`src/rtl/wb_arbiter.sv`:
```
// Register-file write-port arbiter: pipeline writeback (A) has priority, mul/div
// results (B) are buffered in a small FIFO and forced through by STALL when starved.
module wb_arbiter #(
   parameter int unsigned FIFO_DEPTH   = 2,
   parameter int unsigned STARVE_LIMIT = 4
) (
   input  logic        CLK,
   input  logic        RST,
   input  logic        A_VALID,
   input  logic [4:0]  A_ADDR,
   input  logic [31:0] A_DATA,
   input  logic        B_VALID,
   output logic        B_READY,
   input  logic [4:0]  B_ADDR,
   input  logic [31:0] B_DATA,
   output logic        STALL,
   output logic [31:0] BUSY_MASK,
   output logic        WEN,
   output logic [4:0]  WADDR,
   output logic [31:0] WDATA
);

   localparam int unsigned PTR_W = (FIFO_DEPTH > 1) ? $clog2(FIFO_DEPTH) : 1;
   localparam int unsigned CNT_W = $clog2(FIFO_DEPTH + 1);
   localparam int unsigned STV_W = $clog2(STARVE_LIMIT + 1);

   logic [PTR_W-1:0] wr_ptr_q, wr_ptr_d;
   logic [PTR_W-1:0] rd_ptr_q, rd_ptr_d;
   logic [CNT_W-1:0] count_q, count_d;
   logic [STV_W-1:0] starve_q, starve_d;
   logic             stall_q, stall_d;
   logic [31:0]      busy_q, busy_d;
   logic [4:0]       mem_addr_q [FIFO_DEPTH];
   logic [4:0]       mem_addr_d [FIFO_DEPTH];
   logic [31:0]      mem_data_q [FIFO_DEPTH];
   logic [31:0]      mem_data_d [FIFO_DEPTH];

   logic             nonempty;
   logic             b_ready_c;
   logic             a_win;
   logic             enq;
   logic             deq;
   logic             blocked;
   logic [4:0]       head_addr;
   logic [31:0]      head_data;
   logic [PTR_W-1:0] slot_off;

   assign nonempty  = (count_q != '0);
   assign b_ready_c = (count_q < CNT_W'(FIFO_DEPTH));
   assign head_addr = mem_addr_q[rd_ptr_q];
   assign head_data = mem_data_q[rd_ptr_q];
   assign a_win     = A_VALID && (A_ADDR != 5'd0);
   assign enq       = B_VALID && b_ready_c;
   // Address-0 heads are discarded even while A holds the port.
   assign deq       = nonempty && (!a_win || (head_addr == 5'd0));
   assign blocked   = nonempty && (head_addr != 5'd0) && a_win;

   assign B_READY   = b_ready_c && !RST;
   assign STALL     = stall_q;
   assign BUSY_MASK = busy_q;

   // Next-state for FIFO storage, pointers, starvation tracking and busy mask.
   always_comb begin
      mem_addr_d = mem_addr_q;
      mem_data_d = mem_data_q;
      busy_d     = '0;
      slot_off   = '0;
      if (enq) begin
         mem_addr_d[wr_ptr_q] = B_ADDR;
         mem_data_d[wr_ptr_q] = B_DATA;
      end
      wr_ptr_d = wr_ptr_q + PTR_W'(enq);
      rd_ptr_d = rd_ptr_q + PTR_W'(deq);
      count_d  = count_q + CNT_W'(enq) - CNT_W'(deq);

      starve_d = starve_q;
      if (deq || !nonempty) begin
         starve_d = '0;
      end else if (blocked && (starve_q != STV_W'(STARVE_LIMIT))) begin
         starve_d = starve_q + STV_W'(1);
      end
      stall_d = blocked && (starve_q == STV_W'(STARVE_LIMIT - 1));

      // A slot is live when its distance from the read pointer is below the count.
      for (int unsigned s = 0; s < FIFO_DEPTH; s++) begin
         slot_off = PTR_W'(s) - rd_ptr_d;
         if (CNT_W'(slot_off) < count_d) begin
            busy_d[mem_addr_d[s]] = 1'b1;
         end
      end
      busy_d[0] = 1'b0;
   end

   // Write-port mux: A has zero-latency priority, otherwise the FIFO head.
   always_comb begin
      WEN   = 1'b0;
      WADDR = 5'd0;
      WDATA = 32'd0;
      if (!RST) begin
         if (a_win) begin
            WEN   = 1'b1;
            WADDR = A_ADDR;
            WDATA = A_DATA;
         end else if (nonempty) begin
            WEN   = (head_addr != 5'd0);
            WADDR = head_addr;
            WDATA = head_data;
         end
      end
   end

   always_ff @(posedge CLK or posedge RST) begin
      if (RST) begin
         wr_ptr_q <= '0;
         rd_ptr_q <= '0;
         count_q  <= '0;
         starve_q <= '0;
         stall_q  <= 1'b0;
         busy_q   <= '0;
         for (int unsigned s = 0; s < FIFO_DEPTH; s++) begin
            mem_addr_q[s] <= '0;
            mem_data_q[s] <= '0;
         end
      end else begin
         wr_ptr_q   <= wr_ptr_d;
         rd_ptr_q   <= rd_ptr_d;
         count_q    <= count_d;
         starve_q   <= starve_d;
         stall_q    <= stall_d;
         busy_q     <= busy_d;
         mem_addr_q <= mem_addr_d;
         mem_data_q <= mem_data_d;
      end
   end

endmodule

```
`config.mk`:
```
export PLATFORM = sky130hd
export DESIGN_NAME = wb_arbiter
export DESIGN_NICKNAME = d
export VERILOG_FILES = /design/src/rtl/wb_arbiter.sv
export SDC_FILE = /design/constraint.sdc
export NUM_CORES = 1
export LEC_CHECK = 0
export ABC_CLOCK_PERIOD_IN_PS = 4300
export BUFFER_PORTS_ARGS = -buffer_cell sky130_fd_sc_hd__buf_2
export CORE_AREA = 2 2 123 125
export CTS_CLUSTER_DIAMETER = 200
export DETAILED_ROUTE_END_ITERATION = 8
export DIE_AREA = 0 0 125 127
export GPL_TIMING_DRIVEN = 0
export SYNTH_ARGS = -nofsm -noshare
export SYNTH_HDL_FRONTEND = slang
export SYNTH_SLANG_ARGS = --single-unit
```
`constraint.sdc`:
```
create_clock -name CLK -period 4.3 [get_ports CLK]
set_clock_uncertainty 0.05 [all_clocks]
set_input_delay 1.29 -clock CLK [delete_from_list [all_inputs] [get_ports CLK]]
set_output_delay 1.29 -clock CLK [all_outputs]
set_load 0.02 [all_outputs]
```
==> results.txt, run 1 <==
Total net switching power: 2420 uW
Row count: 44
Worst Setup Start Kind: primary input
Total congestion overflow: 0
Via count: 4648
Final Wtd Congestion: 0.900
Pre-antenna DRT Iters: 4
Total track usage: 0.200
Inst Count DP: 830
Number of synthesized flops with an enable pin: 0
R2R Path Start: rd_ptr_q
Register area share after synthesis: 0.510
Layout Nets: 760
Final Power: 6080 uW
Commonest cells in the netlist: dfrtp_1 (113), mux2_2 (64), mux2i_1 (47), nor2_1 (47), a21oi_1 (42)
Initial core utilization: 0.384
Final cell count without fillers: 873
Crit path capture type: output pin
Clock Latency Late Sink: 420 ps
VDD IR-drop max: 0.000379 V
Share of cells above drive strength 1: 0.456
FF+latch count, synth: 113
H-tree lvl count: 4
Critical Path Fanout Max: 5
Cell with the most instances after synthesis: dfrtp_1
Die Height: 127 um
Min-delay src: mem_data_q[50]
Final period util: 1.01
Global-route wire length before repair: 24800 um
CTS Buf Count: 17
Crit path arrival time: 2980 ps
DPL Wire Length: 11200 um
Hold endpoint: mem_data_q[50]
CTS max path bufs: 2
Sequential Area: 2830 sq um
Flop pwr share: 0.295
Synth cell types: 39
Die X: 125 um
Avg Cell Area, Syn: 11.2 sq um
PwrDens: 796 nW/um^2
DRT antenna net count: 0
Fmax: 0.231 GHz
Failing checks: negative setup slack
Vias per cell: 5.32
Slew headroom: 0.469
Comb pwr share: 0.476
Synth Net Count: 582
Hold Vio Cnt, Final: 0
WS Path Type: primary input to output pin
DRC Markers: 0
Top cells by area, synth: dfrtp_1 (51%), mux2_2 (13%), mux2i_1 (8.5%), o32ai_1 (4.7%), a21oi_1 (3.8%)
Core area: 14400 sq um
Clk slew on worst S/H paths: 50 ps
Vias in the first global route: 4774
Flop2flop setup slack: 880 ps
Largest net degree at the start of global routing: 46
Initial DRC Count: 325
Worst r2r dst: BUSY_MASK[28]
Worst hold path depth: 1
PortBufs: 147
Clock share of power: 0.229
Status: finished with violations
Power Internal: 3660 uW
I/O pin total: 150
Die ar.: 15900 sq um
Syn-to-layout area delta: 37.8%
Async SR Flop Fraction: 1.00
Root buf cell: clkbuf_16
WL/cell: 18.2 um
Leakage: 0.00361 uW
Initial antenna violation count: 1
Syn Inst Count: 497
Ys flop type: dfrtp_1
Sw frac: 0.398
Max Slew Vio Count: 0
Final setup violation count: 3
RSZ-0062 raised after global routing: true
Hold Crit Class: register to register
Routed WL: 15900 um
Clock sink total: 113
Maxcap violations: 0
Yosys top cell by area: dfrtp_1
TritonCTS clock tree: yes
Area share of the largest cell type after synthesis: 0.510
Measured slew at the worst slew-check pin: 796 ps
Multi-input logic area: 2730 sq um
Worst setup margin: -24.4 ps
Filler Cell Count: 1314
FF-to-FF path depth: 13
Sum Neg Setup Slack: -34.5 ps
Cts hold-fix bufs: 0
Worst path required time: 2960 ps
Yosys warning total: 0
Post-route minimum period: 4320 ps
Mapped Area: 5540 sq um
worst max-delay path: stages:
cell	delay, ps
buf_6	90
or4_4	530
o21a_1	210
buf_6	150
clkbuf_16	170
nor3_4	130
a21oi_1	60
nor2_1	170
buf_4	180
layout by cell type (no fill, tap or decap), types with 2 or more instances in the layout:
cell type / n
mux2i_1: 47
buf_4: 43
dfrtp_1: 113
mux2_2: 64
nor2_1: 46
nand2_1: 17
and2_1: 2
clkinvlp_4: 4
nand3_1: 9
ha_1: 7
buf_1: 6
nor3_4: 11
or2_2: 2
bufinv_16: 3
inv_1: 18
clkbuf_16: 18
a21oi_1: 42
buf_12: 3
nor3_2: 23
o22ai_1: 2
xor2_1: 2
clkbuf_2: 5
o32ai_1: 30
clkbuf_1: 13
buf_2: 115
buf_6: 8
o211ai_1: 4
clkinv_2: 5
nor3_1: 4
buf_8: 2
final cells by class:
| type | instances | area share |
|---|---|---|
| repair buffers | 159 | 0.124 |
| flip-flops and latches | 113 | 0.370 |
| inverters | 19 | 0.00983 |
| well taps | 184 | 0.0301 |
| multi-input cells | 331 | 0.357 |
| plain buffers | 34 | 0.0311 |
| clock buffers | 21 | 0.0590 |
| clock inverters | 11 | 0.0180 |
| diodes | 1 | 0.000328 |
flip-flops by register name (all words and copies together) (netlist names):
signal and flops:
mem_data_q 64, rd_ptr_q 1, BUSY_MASK 31, mem_addr_q 10, STALL 1, count_q 2, wr_ptr_q 1, starve_q 3
how the worst max path moves through the flow:
stage                   start  cells after the start  slack [ps]             to
finish              A_ADDR[0]                      9         -20       WADDR[1]
global route        A_ADDR[0]                      9         -60      WDATA[29]
CTS                 A_ADDR[0]                      9         -30       WADDR[2]
detailed placement  A_ADDR[1]                     13        -480  BUSY_MASK[10]
global placement    A_ADDR[1]                     13        -380  BUSY_MASK[10]
floorplan           A_ADDR[0]                      7         130      WDATA[28]
through the flow:
| step | setup WS (ps) | hold slack [ps] | area, sq um | util |
|---|---|---|---|---|
| floorplan | 134 | 430 | 5550 | - |
| global placement | -384 | 438 | 6510 | 0.452 |
| detailed placement | -480 | 445 | 6550 | 0.454 |
| CTS | -33.2 | 457 | 7350 | 0.510 |
| global route | -63.6 | 465 | 7640 | 0.530 |
| finish | -24.4 | 454 | 7640 | 0.530 |
metal layers:
metal / GRT usage / up-vias / part of all wire
met4: 0.0856 / 0 / 0.027
met1: 0.260 / 2329 / 0.43
li1: - / 2156 / -
met5: 0 / - / 0
met3: 0.0448 / 30 / 0.048
met2: 0.323 / 133 / 0.50
power groups by stage:
stage	registers (uW)	clock network, uW	logic (uW)
floorplan	1860	0	1800
global placement	1780	0	2490
detailed placement	1810	0	2580
CTS	1800	1410	2700
global route	1860	1460	3120
finish	1790	1390	2890
kinds of logic (layout without fill, tap and decap cells):
family,count (synthesis),in the layout,synth area share
compound gates,84,84,0.107
mux,111,111,0.215
flops,113,113,0.510
buf+inv,53,244,0.0422
fa+ha+maj,7,7,0.0158
simple gates,125,125,0.105
other cells,1,2,0.000676
xor+xnor,3,3,0.00474
timing repair:
item / in CTS / in global routing
setup buffers: 4 / 4
gates resized for setup: 48 / 73
setup endpoints to repair: 50 / 53
gates cloned: 0 / 2
pin swaps: 2 / 5
Note: power is estimated with default switching activity, not from simulation.
==> run 2, diff against run 1 <==
==> constraint.sdc (replaced) <==
create_clock -name CLK -period 4.3 [get_ports CLK]
set_clock_uncertainty 0.05 [all_clocks]
set_input_delay 1.29 -clock CLK [delete_from_list [all_inputs] [get_ports CLK]]
set_output_delay 1.29 -clock CLK [all_outputs]
set_load 0.1 [all_outputs]
==> results.txt, run 2 (same netlist as run 1, synthesis figures left out) <==
Die ar.: 15900 sq um
I/O pin total: 150
Core area: 14400 sq um
Largest net degree at the start of global routing: 34
Final Wtd Congestion: 0.854
FF-to-FF path depth: 13
Initial antenna violation count: 1
Worst path required time: 2960 ps
Multi-input logic area: 3370 sq um
Wl on met1: 7180 um
Root buf cell: clkbuf_16
H-tree lvl count: 4
Via count: 4744
Post-route minimum period: 4430 ps
Status: finished with violations
Cts hold-fix bufs: 0
DRC Markers: 0
Slew headroom: 0.0460
WS Path Type: primary input to output pin
Failing checks: negative setup slack
DPL Wire Length: 11400 um
Metal2 WL: 8290 um
Initial DRC Count: 299
Layout Nets: 761
Crit path capture type: output pin
Clock sink total: 113
CTS Buf Count: 17
WL/cell: 19.1 um
Row count: 44
Vias per cell: 5.43
Filler Cell Count: 1128
Global-route wire length before repair: 27000 um
Commonest non-fill, non-tap cell in the layout: dfrtp_1
Vias in the first global route: 5111
Max FFs per register: 64
Clk slew on worst S/H paths: 50 ps
Most frequent cells in the layout: dfrtp_1 (113), buf_2 (109), mux2_2 (64)
TritonCTS clock tree: yes
Critical path startpoint: A_ADDR[0]
Max Slew Vio Count: 0
Min-delay src: mem_data_q[52]
Fmax: 0.226 GHz
Measured slew at the worst slew-check pin: 1430 ps
Total congestion overflow: 0
Pre-antenna DRT Iters: 5
Worst Setup Start Kind: primary input
Highest Signal Layer: met4
PortBufs: 147
Final cell count without fillers: 874
Clock Latency Late Sink: 410 ps
Critical Path Fanout Max: 6
Crit path arrival time: 3090 ps
Die Height: 127 um
Die X: 125 um
PwrDens: 881 nW/um^2
Share of cells above drive strength 1: 0.572
Hold Crit Class: register to register
Final period util: 1.03
Top reg by flops: mem_data_q
DRT antenna net count: 0
RSZ-0062 raised after global routing: true
Routed WL: 16700 um
Initial core utilization: 0.384
Leakage: 0.00388 uW
R2R Path Start: rd_ptr_q
Length of routed met3 wiring: 966 um
VDD IR-drop max: 0.000803 V
Sequential Area: 2830 sq um
Hold Vio Cnt, Final: 0
Worst hold path depth: 1
Placement Setup Slack: -556 ps
Maxcap violations: 0
Inst Count DP: 831
Total track usage: 0.218
CTS max path bufs: 2
Syn-to-layout area delta: 60.6%
Worst setup margin: -131 ps
Final setup violation count: 36
run 2: changes by cell type in the layout (fill, tap and decap cells not counted), sizes merged:
cell / delta
clkbuf: +4
buf: -2
clkinvlp: -2
bufinv: +1
run 2: path summary, 6_finish.rpt:
| check | endpoint | slack (ps) |
|---|---|---|
| worst max-delay path | WDATA[28] | -130 |
| worst min-delay path | mem_data_q[52] | 450 |
| worst max register to register | BUSY_MASK[25] | 830 |
| worst min register to register | mem_data_q[52] | 450 |
| max in group asynchronous | BUSY_MASK[16] | 2180 |
| min in group asynchronous | mem_data_q[17] | 1470 |
run 2: per-stage QoR:
stage / instance area [sq um] / setup TNS, ps / power [uW] / hold WS, ps / utilization
after floorplan: 5900 / -2280 / 4860 / 430 / -
after global placement: 6870 / -25110 / 5480 / 438 / 0.476
after detailed placement: 6930 / -28150 / 5600 / 444 / 0.480
after CTS: 8670 / -2920 / 7670 / 456 / 0.601
after global routing: 8900 / -4450 / 8240 / 462 / 0.617
final: 8910 / -2640 / 7850 / 452 / 0.617
run 2: power by group:
part	leakage, uW	internal (uW)	switching, uW
combinational	0.00216	1530	3040
sequential	0.00141	1550	243
clock	0.000310	1010	476
total	0.00388	4090	3760
run 2: layout make-up:
type / count / area share
Antenna cell: 1 / 0.000281
Timing Repair Buffer: 160 / 0.167
Clock buffer: 22 / 0.0532
Clock inverter: 10 / 0.0176
Inverter: 19 / 0.00843
Sequential cell: 113 / 0.318
Multi-Input combinational cell: 331 / 0.378
Tap cell: 184 / 0.0258
Buffer: 34 / 0.0318
run 2: what timing repair did:
action / 4_1_cts / 5_1_grt
gates resized for setup: 249 / 46
endpoints found under the hold margin: 0 / 0
cloned: 2 / 1
setup endpoints to repair: 57 / 45
buffers inserted: 5 / 2
pin swaps: 18 / 28
run 2: layer usage:
| layer | vias to the layer above | global-route usage |
|---|---|---|
| li1 | 2160 | - |
| met1 | 2398 | 0.288 |
| met2 | 163 | 0.351 |
| met3 | 23 | 0.0507 |
| met4 | 0 | 0.0850 |
| met5 | - | 0 |
run 2: critical path: stages:
cell       delay, ps
buf_6             90
or4_4            550
o21a_4           240
buf_12           150
clkbuf_16        160
nor3_4           220
a21oi_2           70
nor2_4           110
buf_12           200
==> run 3, diff against run 2 <==
--- a/config.mk
+++ b/config.mk
@@ -5,8 +5,8 @@
 export SDC_FILE = /design/constraint.sdc
 export NUM_CORES = 1
 export LEC_CHECK = 0
-export ABC_CLOCK_PERIOD_IN_PS = 4300
-export BUFFER_PORTS_ARGS = -buffer_cell sky130_fd_sc_hd__buf_2
+export ABC_CLOCK_PERIOD_IN_PS = 4900
+export BUFFER_PORTS_ARGS = -buffer_cell sky130_fd_sc_hd__clkbuf_2
 export CORE_AREA = 2 2 123 125
 export CTS_CLUSTER_DIAMETER = 200
 export DETAILED_ROUTE_END_ITERATION = 8
==> constraint.sdc (replaced) <==
create_clock -name CLK -period 4.9 [get_ports CLK]
set_clock_uncertainty 0.05 [all_clocks]
set_input_delay 1.47 -clock CLK [delete_from_list [all_inputs] [get_ports CLK]]
set_output_delay 1.47 -clock CLK [all_outputs]
set_load 0.1 [all_outputs]
==> results.txt, run 3 (same netlist as run 1, synthesis figures left out) <==
Slew headroom: 0.139
Pre-antenna DRT Iters: 4
Root buf cell: clkbuf_16
Status: finished with violations
Max FFs per register: 64
Worst hold path depth: 1
PortBufs: 147
Most frequent cells in the layout: dfrtp_1 (113), clkbuf_2 (109), mux2_2 (64)
Final core utilization: 0.550
Initial core utilization: 0.384
Top reg by flops: mem_data_q
Worst setup margin: -47.2 ps
Final Wtd Congestion: 0.892
Layout Nets: 749
Crit path capture type: output pin
DRC Markers: 0
Die X: 125 um
WS Path Type: primary input to output pin
Fmax: 0.202 GHz
DPL Wire Length: 11400 um
Core area: 14400 sq um
Final period util: 1.01
CTS Buf Count: 17
Final Power: 6300 uW
Routed WL: 15700 um
Vias per cell: 5.36
Row count: 44
Cts hold-fix bufs: 0
Clock sink total: 113
Initial DRC Count: 186
VDD IR-drop max: 0.000562 V
Final setup violation count: 4
Clock Latency Late Sink: 410 ps
Failing checks: negative setup slack
Min-delay src: mem_data_q[55]
Die Height: 127 um
Total track usage: 0.202
Worst Setup Start Kind: primary input
DRT antenna net count: 0
Initial antenna violation count: 0
Die ar.: 15900 sq um
CTS max path bufs: 2
Maxcap violations: 0
Critical Path Fanout Max: 10
Max Slew Vio Count: 0
Worst r2r dst: BUSY_MASK[2]
H-tree lvl count: 4
Via count: 4606
Leakage: 0.00359 uW
Measured slew at the worst slew-check pin: 1290 ps
Antenna cells: 0
Flop2flop setup slack: 1040 ps
Commonest non-fill, non-tap cell in the layout: dfrtp_1
Largest net degree at the start of global routing: 70
PwrDens: 793 nW/um^2
Hold endpoint: mem_data_q[55]
Crit path arrival time: 3430 ps
Share of cells above drive strength 1: 0.475
Global-route wire length before repair: 24900 um
Post-route minimum period: 4950 ps
RSZ-0062 raised after global routing: true
TritonCTS clock tree: yes
Clk slew on worst S/H paths: 50 ps
WL/cell: 18.2 um
R2R Path Start: rd_ptr_q
Hold Vio Cnt, Final: 0
Worst path required time: 3380 ps
FF-to-FF path depth: 12
Total congestion overflow: 0
Hold Crit Class: register to register
Vias in the first global route: 4780
Syn-to-layout area delta: 43.2%
I/O pin total: 150
## run 3: cell types whose count changed in the layout (fill, tap and decap cells not counted), sizes merged
cell      delta
clkbuf     +133
clkinvlp     -2
buf        -140
bufinv       -2
inv          +1
diode        -1
clkinv       -3
## run 3: how the worst max path moves through the flow
| stage | depth (start not counted) | to | startpoint |
|---|---|---|---|
| final | 9 | WDATA[18] | A_ADDR[0] |
| after detailed placement | 9 | WDATA[31] | A_ADDR[0] |
| after global routing | 9 | WDATA[28] | A_ADDR[0] |
| after CTS | 9 | WDATA[20] | A_ADDR[0] |
| after floorplan | 2 | BUSY_MASK[10] | RST |
| after global placement | 2 | BUSY_MASK[2] | RST |
## run 3: power breakdown
| group | internal, uW | leakage (uW) | switching [uW] |
|---|---|---|---|
| Sequential | 1360 | 0.00141 | 222 |
| Combinational | 1080 | 0.00188 | 2400 |
| Clock | 837 | 0.000299 | 393 |
## run 3: area by class of cell
type                       instances  area [sq um]
multi-input combinational        331          2880
clock buffer                      27           533
tap                              184           230
timing repair buffer             148          1150
fill                            1220          6480
sequential                       113          2830
inverter                          19          73.8
clock inverter                     4          70.1
buffer                            34           170
## run 3: timing repair
action	in CTS	in global routing
pin swaps	0	0
setup endpoints to repair	38	34
setup buffers	0	0
resized for setup	89	41
## run 3: metrics by stage
stage / worst slack, ps / cell area, sq um / instances / TNS (ps) / hold WS, ps
2_1_floorplan: -132 / 5820 / 497 / -14920 / 430
3_3_place_gp: -1250 / 6790 / 828 / -149410 / 438
3_5_place_dp: -373 / 6820 / 829 / -10800 / 444
4_1_cts: 0.0242 / 7820 / 860 / 0 / 456
5_1_grt: -75.2 / 7940 / 860 / -1200 / 462
6_report: -47.2 / 7940 / 860 / -64.3 / 452
## run 3: routing by layer
layer	GRT usage	vias up	part of all wire	wire, um
li1	-	2127	-	-
met1	0.247	2290	0.42	6580
met2	0.343	164	0.51	7930
met3	0.0544	25	0.057	887
met4	0.0817	0	0.019	295
met5	0	-	0	0
## run 3: critical path, stage by stage
cell       delay, ps
clkbuf_2         100
or4_4            530
o21a_1           190
buf_6            150
clkbuf_4         220
nor3_1           280
a21oi_1          120
nor2_4           130
clkbuf_16        220
